**src/rtl/sdf_out_collector_pkg.sv**
```systemverilog
// Shared definitions for the SDF output collector.
// - Default coefficient/address widths, kept equal to those of sdf_top.
// - Collector FSM state encoding.
// - poly_n(): polynomial size N = 2**address_width.
package sdf_out_collector_pkg;

  localparam int DATA_W_DEF = 32;
  localparam int ADDR_W_DEF = 4;

  typedef enum logic [1:0] {
    ST_IDLE    = 2'd0,
    ST_COLLECT = 2'd1,
    ST_DRAIN   = 2'd2
  } state_e;

  function automatic int poly_n(input int aw);
    return 1 << aw;
  endfunction

endpackage

```
**src/rtl/sdf_out_collector_if.sv**
```systemverilog
// Natural-order coefficient stream from the collector to its consumer.
// Signals:
//   m_data  - coefficient word
//   m_index - natural index of m_data
//   m_valid - beat valid
//   m_last  - marks index N-1
//   m_ready - consumer accepts the beat
// Modports:
//   master - the collector side (drives data/valid)
//   slave  - the consumer side (drives ready)
interface sdf_out_collector_if #(
  parameter int data_width    = 32,
  parameter int address_width = 4
);
  logic [data_width-1:0]    m_data;
  logic [address_width-1:0] m_index;
  logic                     m_valid;
  logic                     m_last;
  logic                     m_ready;

  modport master (output m_data, m_index, m_valid, m_last, input m_ready);
  modport slave  (input m_data, m_index, m_valid, m_last, output m_ready);
endinterface

```
**src/rtl/sdf_out_collector_coeff_buffer.sv**
```systemverilog
// N x data_width coefficient store: one synchronous write port and one
// registered read port. The read register is reset; the array is not.
// Ports:
//   clk, rst          - clock, async active-high reset (read register only)
//   wr_en/addr/data   - write port
//   rd_en/rd_addr     - load rd_data from the addressed slot
//   rd_zero           - load 0 instead (slot was never filled this frame)
//   rd_data           - registered read data
module coeff_buffer #(
  parameter int data_width    = 32,
  parameter int address_width = 4
) (
  input  logic                     clk,
  input  logic                     rst,
  input  logic                     wr_en,
  input  logic [address_width-1:0] wr_addr,
  input  logic [data_width-1:0]    wr_data,
  input  logic                     rd_en,
  input  logic [address_width-1:0] rd_addr,
  input  logic                     rd_zero,
  output logic [data_width-1:0]    rd_data
);
  localparam int N = 1 << address_width;

  logic [data_width-1:0] mem [N];
  logic [data_width-1:0] rd_data_q;

  always_ff @(posedge clk) begin
    if (wr_en) mem[wr_addr] <= wr_data;
  end

  always_ff @(posedge clk or posedge rst) begin
    if (rst)        rd_data_q <= '0;
    else if (rd_en) rd_data_q <= rd_zero ? '0 : mem[rd_addr];
  end

  assign rd_data = rd_data_q;
endmodule

```
**src/rtl/sdf_out_collector.sv**
```systemverilog
// Collects sdf_top output words written at scrambled addresses, then streams
// the frame out in natural index order on a valid/ready interface.
// Ports:
//   clk, rst             - clock, async active-high reset
//   sdf_out/out_address  - coefficient and destination slot, qualified by data_valid
//   done_tick            - end-of-transform pulse, ends a short frame early
//   clr_err              - clears the sticky error flags
//   m                    - natural-order output stream (master side)
//   accepting            - high while not draining
//   drain_done           - one-cycle pulse after the last beat is accepted
//   dup_err, incomplete_err, overrun_err - sticky error flags
module sdf_out_collector
  import sdf_out_collector_pkg::*;
#(
  parameter int data_width    = DATA_W_DEF,
  parameter int address_width = ADDR_W_DEF
) (
  input  logic                     clk,
  input  logic                     rst,
  input  logic [data_width-1:0]    sdf_out,
  input  logic [address_width-1:0] out_address,
  input  logic                     data_valid,
  input  logic                     done_tick,
  input  logic                     clr_err,
  sdf_out_collector_if.master      m,
  output logic                     accepting,
  output logic                     drain_done,
  output logic                     dup_err,
  output logic                     incomplete_err,
  output logic                     overrun_err
);
  localparam int N  = poly_n(address_width);
  localparam int CW = address_width + 1;
  localparam logic [address_width-1:0] LAST_IDX = address_width'(N - 1);
  localparam logic [CW-1:0]            FULL_CNT = CW'(N);

  state_e                   state_q, state_d;
  logic [N-1:0]             filled_q, filled_d;
  logic [CW-1:0]            count_q, count_d;
  logic [address_width-1:0] idx_q, idx_d;
  logic                     valid_q, valid_d, last_q, last_d, done_q, done_d;
  logic                     dup_q, dup_d, inc_q, inc_d, ovr_q, ovr_d;
  logic                     wr_en, rd_en;
  logic [address_width-1:0] rd_addr;
  logic [data_width-1:0]    rd_data;

  always_comb begin
    state_d  = state_q;
    filled_d = filled_q;
    count_d  = count_q;
    idx_d    = idx_q;
    valid_d  = valid_q;
    last_d   = last_q;
    done_d   = 1'b0;
    dup_d    = dup_q & ~clr_err;
    inc_d    = inc_q & ~clr_err;
    ovr_d    = ovr_q & ~clr_err;
    wr_en    = 1'b0;
    rd_en    = 1'b0;
    rd_addr  = idx_q;
    case (state_q)
      ST_IDLE, ST_COLLECT: begin
        if (data_valid) begin
          wr_en = 1'b1;
          // filled is all-zero in IDLE, so a duplicate can only occur in COLLECT
          if (filled_q[out_address]) begin
            dup_d = 1'b1;
          end else begin
            filled_d[out_address] = 1'b1;
            count_d = count_q + CW'(1);
          end
        end
        if (state_q == ST_IDLE) begin
          if (data_valid) state_d = (count_d == FULL_CNT) ? ST_DRAIN : ST_COLLECT;
        end else if (count_d == FULL_CNT) begin
          // a done_tick on the completing write is not an error
          state_d = ST_DRAIN;
        end else if (done_tick) begin
          state_d = ST_DRAIN;
          inc_d   = 1'b1;
        end
      end
      ST_DRAIN: begin
        if (data_valid) ovr_d = 1'b1;
        if (!valid_q) begin
          // first DRAIN cycle: prime beat 0 (entry-edge write already landed)
          rd_en   = 1'b1;
          rd_addr = '0;
          idx_d   = '0;
          valid_d = 1'b1;
          last_d  = (N == 1);
        end else if (m.m_ready) begin
          if (idx_q != LAST_IDX) begin
            idx_d   = idx_q + address_width'(1);
            rd_en   = 1'b1;
            rd_addr = idx_d;
            last_d  = (idx_d == LAST_IDX);
          end else begin
            valid_d  = 1'b0;
            last_d   = 1'b0;
            done_d   = 1'b1;
            filled_d = '0;
            count_d  = '0;
            idx_d    = '0;
            state_d  = ST_IDLE;
          end
        end
      end
      default: state_d = ST_IDLE;
    endcase
  end

  always_ff @(posedge clk or posedge rst) begin
    if (rst) begin
      state_q  <= ST_IDLE;
      filled_q <= '0;
      count_q  <= '0;
      idx_q    <= '0;
      valid_q  <= 1'b0;
      last_q   <= 1'b0;
      done_q   <= 1'b0;
      dup_q    <= 1'b0;
      inc_q    <= 1'b0;
      ovr_q    <= 1'b0;
    end else begin
      state_q  <= state_d;
      filled_q <= filled_d;
      count_q  <= count_d;
      idx_q    <= idx_d;
      valid_q  <= valid_d;
      last_q   <= last_d;
      done_q   <= done_d;
      dup_q    <= dup_d;
      inc_q    <= inc_d;
      ovr_q    <= ovr_d;
    end
  end

  coeff_buffer #(.data_width(data_width), .address_width(address_width)) u_buf (
    .clk     (clk),
    .rst     (rst),
    .wr_en   (wr_en),
    .wr_addr (out_address),
    .wr_data (sdf_out),
    .rd_en   (rd_en),
    .rd_addr (rd_addr),
    .rd_zero (~filled_q[rd_addr]),
    .rd_data (rd_data)
  );

  assign m.m_data       = rd_data;
  assign m.m_index      = idx_q;
  assign m.m_valid      = valid_q;
  assign m.m_last       = last_q;
  assign accepting      = (state_q != ST_DRAIN);
  assign drain_done     = done_q;
  assign dup_err        = dup_q;
  assign incomplete_err = inc_q;
  assign overrun_err    = ovr_q;
endmodule

```
**src/flat_wrapper.sv**
```systemverilog
// flat-port wrapper written by rule: the top's interface ports become plain ports
module sdf_out_collector_flat import sdf_out_collector_pkg::*;
#(
  parameter int data_width    = DATA_W_DEF,
  parameter int address_width = ADDR_W_DEF
)
  (clk, rst, sdf_out, out_address, data_valid, done_tick, clr_err, accepting, drain_done, dup_err, incomplete_err, overrun_err, m_m_data, m_m_index, m_m_valid, m_m_last, m_m_ready);
  sdf_out_collector_if #(.data_width(data_width), .address_width(address_width)) m_i ();
  input  logic clk;
  input  logic rst;
  input  logic [data_width-1:0] sdf_out;
  input  logic [address_width-1:0] out_address;
  input  logic data_valid;
  input  logic done_tick;
  input  logic clr_err;
  output logic accepting;
  output logic drain_done;
  output logic dup_err;
  output logic incomplete_err;
  output logic overrun_err;
  output wire logic [$bits(m_i.m_data)-1:0] m_m_data;
  output wire logic [$bits(m_i.m_index)-1:0] m_m_index;
  output wire logic [$bits(m_i.m_valid)-1:0] m_m_valid;
  output wire logic [$bits(m_i.m_last)-1:0] m_m_last;
  input wire logic [$bits(m_i.m_ready)-1:0] m_m_ready;
  assign m_m_data = m_i.m_data;
  assign m_m_index = m_i.m_index;
  assign m_m_valid = m_i.m_valid;
  assign m_m_last = m_i.m_last;
  assign m_i.m_ready = m_m_ready;
  sdf_out_collector #(.data_width(data_width), .address_width(address_width)) u_core (.clk(clk), .rst(rst), .sdf_out(sdf_out), .out_address(out_address), .data_valid(data_valid), .done_tick(done_tick), .clr_err(clr_err), .m(m_i), .accepting(accepting), .drain_done(drain_done), .dup_err(dup_err), .incomplete_err(incomplete_err), .overrun_err(overrun_err));
endmodule
```
**config.mk**
```make
export PLATFORM = sky130hd
export DESIGN_NAME = sdf_out_collector_flat
export DESIGN_NICKNAME = d
export VERILOG_FILES = /design/src/rtl/sdf_out_collector_pkg.sv /design/src/rtl/sdf_out_collector_if.sv /design/src/rtl/sdf_out_collector_coeff_buffer.sv /design/src/rtl/sdf_out_collector.sv /design/src/flat_wrapper.sv
export SDC_FILE = /design/constraint.sdc
export NUM_CORES = 1
export LEC_CHECK = 0
export CAP_MARGIN = 40
export CORE_MARGIN = 2
export CORE_UTILIZATION = 25
export CTS_CLUSTER_SIZE = 30
export DETAILED_ROUTE_END_ITERATION = 10
export PLACE_DENSITY = 0.36
export SYNTH_ARGS = -nofsm -noshare
export SYNTH_HDL_FRONTEND = slang
export SYNTH_HIERARCHICAL = 1
export SYNTH_SLANG_ARGS = --single-unit
```
**constraint.sdc**
```tcl
create_clock -name clk -period 5.6 [get_ports clk]
set_input_delay 1.12 -clock clk [delete_from_list [all_inputs] [get_ports clk]]
set_output_delay 1.12 -clock clk [all_outputs]
set_load 0.02 [all_outputs]
```
==> results by stage <==
Status:
- The flow ran to the end, and the final reports show no timing, DRC or antenna violations.

Logic synthesis:
- Counting every net in the synthesized netlist gives 1453.
- The share of the synthesized area in compound gates (AO/OA/AOI/OAI) is 0.0804.
- The synthesized instance count is 1407.
- Yosys mapped a number of flops with a built-in enable equal to 512.
- The post-synthesis xor/xnor area fraction is 0.00150.
- After synthesis, the cell types taking the most area are sky130_fd_sc_hd__edfxtp_1 66%, sky130_fd_sc_hd__mux2i_1 11%, sky130_fd_sc_hd__dfrtp_1 7.0%, sky130_fd_sc_hd__a22oi_1 3.1%, sky130_fd_sc_hd__o221ai_2 2.1%.
- In the synthesized netlist the dominant register cell turns out to be sky130_fd_sc_hd__edfxtp_1.
- The largest total area in the synthesized netlist belongs to sky130_fd_sc_hd__edfxtp_1.
- For this run, the register share of the synthesized area comes to 0.729.
- The number of warnings reported in the yosys synthesis log is 6.
- Of the total synthesized cell area, the portion taken by AND, OR, NAND and NOR gates is 0.0392.
- After synthesis the netlist holds a flip-flop and latch count of 577.
- After synthesis, the share of flip-flops with an asynchronous set or reset is 0.113.
- After synthesis, the share of cell area in mux cells is 0.116.
- The main combinational cell family by area after synthesis is multiplexers.
- The adder and majority gate portion of the synthesized area is 0.00215.
- In this run the cell area of the synthesized design comes to 0.0233 sq mm.
- After synthesis, the mean cell area works out to 16.6 sq um.
- The netlist uses 61 different library cells.
- The portion of synthesized cell area occupied by the leading cell type is 0.659.

Placed design:
- The number of buffers inserted by port buffering is 84.
- At the end of routability-driven placement, the weighted congestion stood at 0.732.
- The half-perimeter wire length of the detailed placement result is 35600 microns.

Pwr:
- The combinational power share is 0.312.
- The net switching power figure is 4600 uW.
- The portion of total power attributed to the clock network is 0.309.
- The cell-internal power is 9240 uW.
- In this run the power density over the cells is 492 mW/mm^2.
- The net switching fraction of the power is 0.332.
- IR analysis of the VDD net gives a maximum drop of 0.402 mV.
- The sum of internal, switching and leakage power is 13800 uW.
- The leakage power is 0.0105 uW.
- The proportion of power drawn by flip-flops and latches is 0.379.

Floorplan:
- The number of ports placed on the die boundary is 85.
- The chip height is 309 microns.
- The number of cell rows is 112.
- The area of the core region is 0.0929 sq mm.
- The starting utilization of the core area is 0.251.
- The horizontal die dimension is 309 microns.
- The die outline area is 0.0958 sq mm.

Final layout:
- The footprint of the flip-flops and latches is 0.0170 sq mm.
- The synthesis-to-layout area growth is 20.6%.
- In the final layout, the multi-input gates occupy 0.00574 sq mm.
- The number of filler instances in the final layout is 9154.
- In the final layout, the share of cells above drive strength 1 is 0.130.
- For this run, the share of the core covered by cells in the final layout is 0.303.
- The number of nets at the end of the flow is 1574.
- The final antenna diode count is 0.

STA:
- The setup TNS is 0 ns.
- The worst pin sits at a relative slew slack of 0.426.
- The clock arrives with 0.0162 ns of skew.
- The clock period minus worst slack is 4.35 ns.
- The max-slew violation count is 0.
- Setup repair after global routing left no endpoint under its margin.
- The final worst-path cycle share is 0.776.
- The pin slew with the least headroom to its limit is 0.859 ns.
- Setup violations remaining at the end of the flow were counted as 0.
- The number of endpoints with negative hold slack in the final report is 0.
- The worst hold-check slack is 0.505 ns.
- Derived from the worst setup path, the maximum achievable clock frequency is 230 MHz.

Hold path:
- The worst hold path was traced through 2 stages.
- The type of the worst min-delay path is flip-flop to flip-flop.
- The startpoint identified for the worst hold timing path is u_core/filled_q[15]$_DFFE_PP0P_.

Routing:
- The detail route stage leaves a number of antenna-violating nets equal to 0.
- In the routed design, unresolved DRC markers number 0.
- The first routing iteration left 576 violations.
- The detailed router placed 12600 vias in this run.
- The via count normalized by instance count is 4.44.
- In the final routed layout, each cell accounts on average for 23.0 microns.
- The length of the first detailed-routing pass in iterations is 4.
- The total length of routed wires is 65200 microns.

Setup path:
- The critical-path maximum fanout is 103.
- Traced cell by cell, the critical path runs through ha_1, and3_2, inv_1, ha_1, and4bb_2, o21ai_2, nand2_8, buf_12, buf_12, mux2i_1, a22oi_1, nand3_1, o221ai_2.
- The worst setup path is launched from a flip-flop.
- The buffering stage count on the worst path with inverters included is 3.
- The critical path is of the flip-flop to flip-flop type.
- The critical-path cell with the highest stage delay is sky130_fd_sc_hd__buf_12.
- The critical register-to-register path startpoint is u_core/m.m_index[1]$_DFFE_PP0P_.
- The worst reg-to-reg path cell count is 13.
- Data on the critical path is required at its endpoint by 6.06 ns.
- The data arrival time at the worst-slack endpoint is 4.81 ns.
- STA classifies the critical path endpoint as a flip-flop.
- In this run the worst setup path begins at u_core/m.m_index[1]$_DFFE_PP0P_.
- The cell family contributing the most delay on the critical path is buffers and inverters.
- On the worst path, the slowest cell contributes a delay of 0.64 ns.
- The critical path crosses 13 cells after its start point.

Global routing:
- The leftover overflow at the end of global routing is 0.
- The largest net degree at the start of global routing is 104.
- Across every metal layer, demand over resource in global routing totals 0.138.
- The initial antenna violation count is 2.
- The number of global-route vias before repair came to 13400.
- The first global-routing pass estimated 95600 microns of wire.

Clock network:
- For this design, the sink count on the clock tree is 577.
- After clock tree synthesis, the clock-pin slew on the worst setup and hold paths is 0.06 ns.
- The later-pin clock latency in the skew report is 0.61 ns.
- TritonCTS built the clock tree.
- Clock tree synthesis inserted a total of 69 buffers.
- The count of hold-fix buffers inserted at cts is 0.
- Once the clock tree was built, the resizer swapped 0 gates to a different size.
- The deepest clock path buffer count is 3.
- The number of H-tree levels is 3.
- The clock root buffer master is sky130_fd_sc_hd__clkbuf_16.
- The total setup buffers inserted after CTS is 0.

Job:
- Across the run, the number of max-cap violations was 0.
==> registers in the layout (all words and copies together), names as in the netlist, 2 cells and up <==
register,cells
u_core/u_buf/rd_data,32
u_core/state_q,2
u_core/u_buf/mem,512
u_core/count_q,5
u_core/filled_q,16
u_core/m.m_index,4
==> routing by layer <==
layer  wire [microns]  GRT usage  share of wire  up-vias
met3             2270     0.0246          0.035       77
met1            30100      0.185           0.46     6582
met5               29          0        0.00045        -
li1                 -          -              -     5763
met2            31800      0.231           0.49      175
met4              993     0.0326          0.015        4
==> cell usage after synthesis, types with 4 or more instances <==
cell	count
sky130_fd_sc_hd__inv_1	50
sky130_fd_sc_hd__nand3_1	39
sky130_fd_sc_hd__clkbuf_1	18
sky130_fd_sc_hd__nand2b_1	4
sky130_fd_sc_hd__nor3_1	6
sky130_fd_sc_hd__a21oi_1	44
sky130_fd_sc_hd__buf_8	6
sky130_fd_sc_hd__mux2i_1	267
sky130_fd_sc_hd__a211oi_1	4
sky130_fd_sc_hd__o21ai_0	15
sky130_fd_sc_hd__a22oi_1	97
sky130_fd_sc_hd__edfxtp_1	512
sky130_fd_sc_hd__nand3b_1	4
sky130_fd_sc_hd__o221ai_2	32
sky130_fd_sc_hd__ha_1	4
sky130_fd_sc_hd__dfrtp_1	65
sky130_fd_sc_hd__buf_6	19
sky130_fd_sc_hd__and3_1	9
sky130_fd_sc_hd__buf_2	18
sky130_fd_sc_hd__a22o_1	7
sky130_fd_sc_hd__nand2_1	89
sky130_fd_sc_hd__buf_4	8
sky130_fd_sc_hd__buf_1	6
sky130_fd_sc_hd__a2111oi_0	4
sky130_fd_sc_hd__nor2b_1	9
sky130_fd_sc_hd__nor2_1	18
==> cell type report <==
class	instances	area share
Sequential cell	577	0.604
Multi-Input combinational cell	703	0.204
Clock buffer	89	0.0644
Tap cell	1254	0.0558
Timing Repair Buffer	126	0.0528
Clock inverter	35	0.0119
Inverter	51	0.00680
==> path summary, 6_finish.rpt <==
path | end | slack, ns
max reg2reg | u_core/u_buf/rd_data[0]$_DFFE_PP0P_ | 1.25
min | u_core/filled_q[15]$_DFFE_PP0P_ | 0.50
max | u_core/u_buf/rd_data[0]$_DFFE_PP0P_ | 1.25
min reg2reg | u_core/filled_q[15]$_DFFE_PP0P_ | 0.50
max in group asynchronous | u_core/u_buf/rd_data[29]$_DFFE_PP0P_ | 3.99
min in group asynchronous | u_core/filled_q[1]$_DFFE_PP0P_ | 1.01
==> logic make-up (layout without fill, tap and decap cells) <==
family,after synthesis,in the layout
flops,577,577
mux,270,270
compound gates,231,231
simple gates,194,194
buf+inv,127,301
fa+ha+maj,4,4
xor+xnor,4,4
==> stage by stage <==
stage                     worst slack (ns)  cell area, sq um  std cells
after floorplan                       1.07             23300       1407
after global placement               0.829             25900       2706
after detailed placement             0.828             26000       2711
after CTS                             1.22             28100       2835
after global routing                  1.02             28100       2835
final                                 1.25             28100       2835
==> cell usage in the layout, fill, tap and decap left out, types with 39 or more instances in the layout <==
master	n
sky130_fd_sc_hd__mux2i_1	267
sky130_fd_sc_hd__clkbuf_16	69
sky130_fd_sc_hd__a22oi_1	97
sky130_fd_sc_hd__nand3_1	39
sky130_fd_sc_hd__clkdlybuf4s50_1	84
sky130_fd_sc_hd__nand2_1	89
sky130_fd_sc_hd__inv_1	49
sky130_fd_sc_hd__edfxtp_1	512
sky130_fd_sc_hd__dfrtp_1	65
sky130_fd_sc_hd__a21oi_1	44
==> worst reg2reg max path: cells and delay by family (launching register included) <==
family	cells	cell delay [ns]
AND/OR/NAND/NOR	4	0.99
flip-flops	1	0.46
adder cells (fa/ha/maj)	2	0.60
multiplexers	1	0.35
buffers and inverters	3	1.48
AO/OA/AOI/OAI	3	0.32
==> power by group through the flow <==
stage | sequential (uW) | clock (uW) | combinational (uW)
floorplan | 5390 | 0 | 2870
global placement | 5350 | 0 | 4360
detailed placement | 5350 | 0 | 4420
CTS | 5270 | 4450 | 4430
global route | 5290 | 4620 | 4710
finish | 5250 | 4280 | 4320
Note: power is estimated with default switching activity, not from simulation.
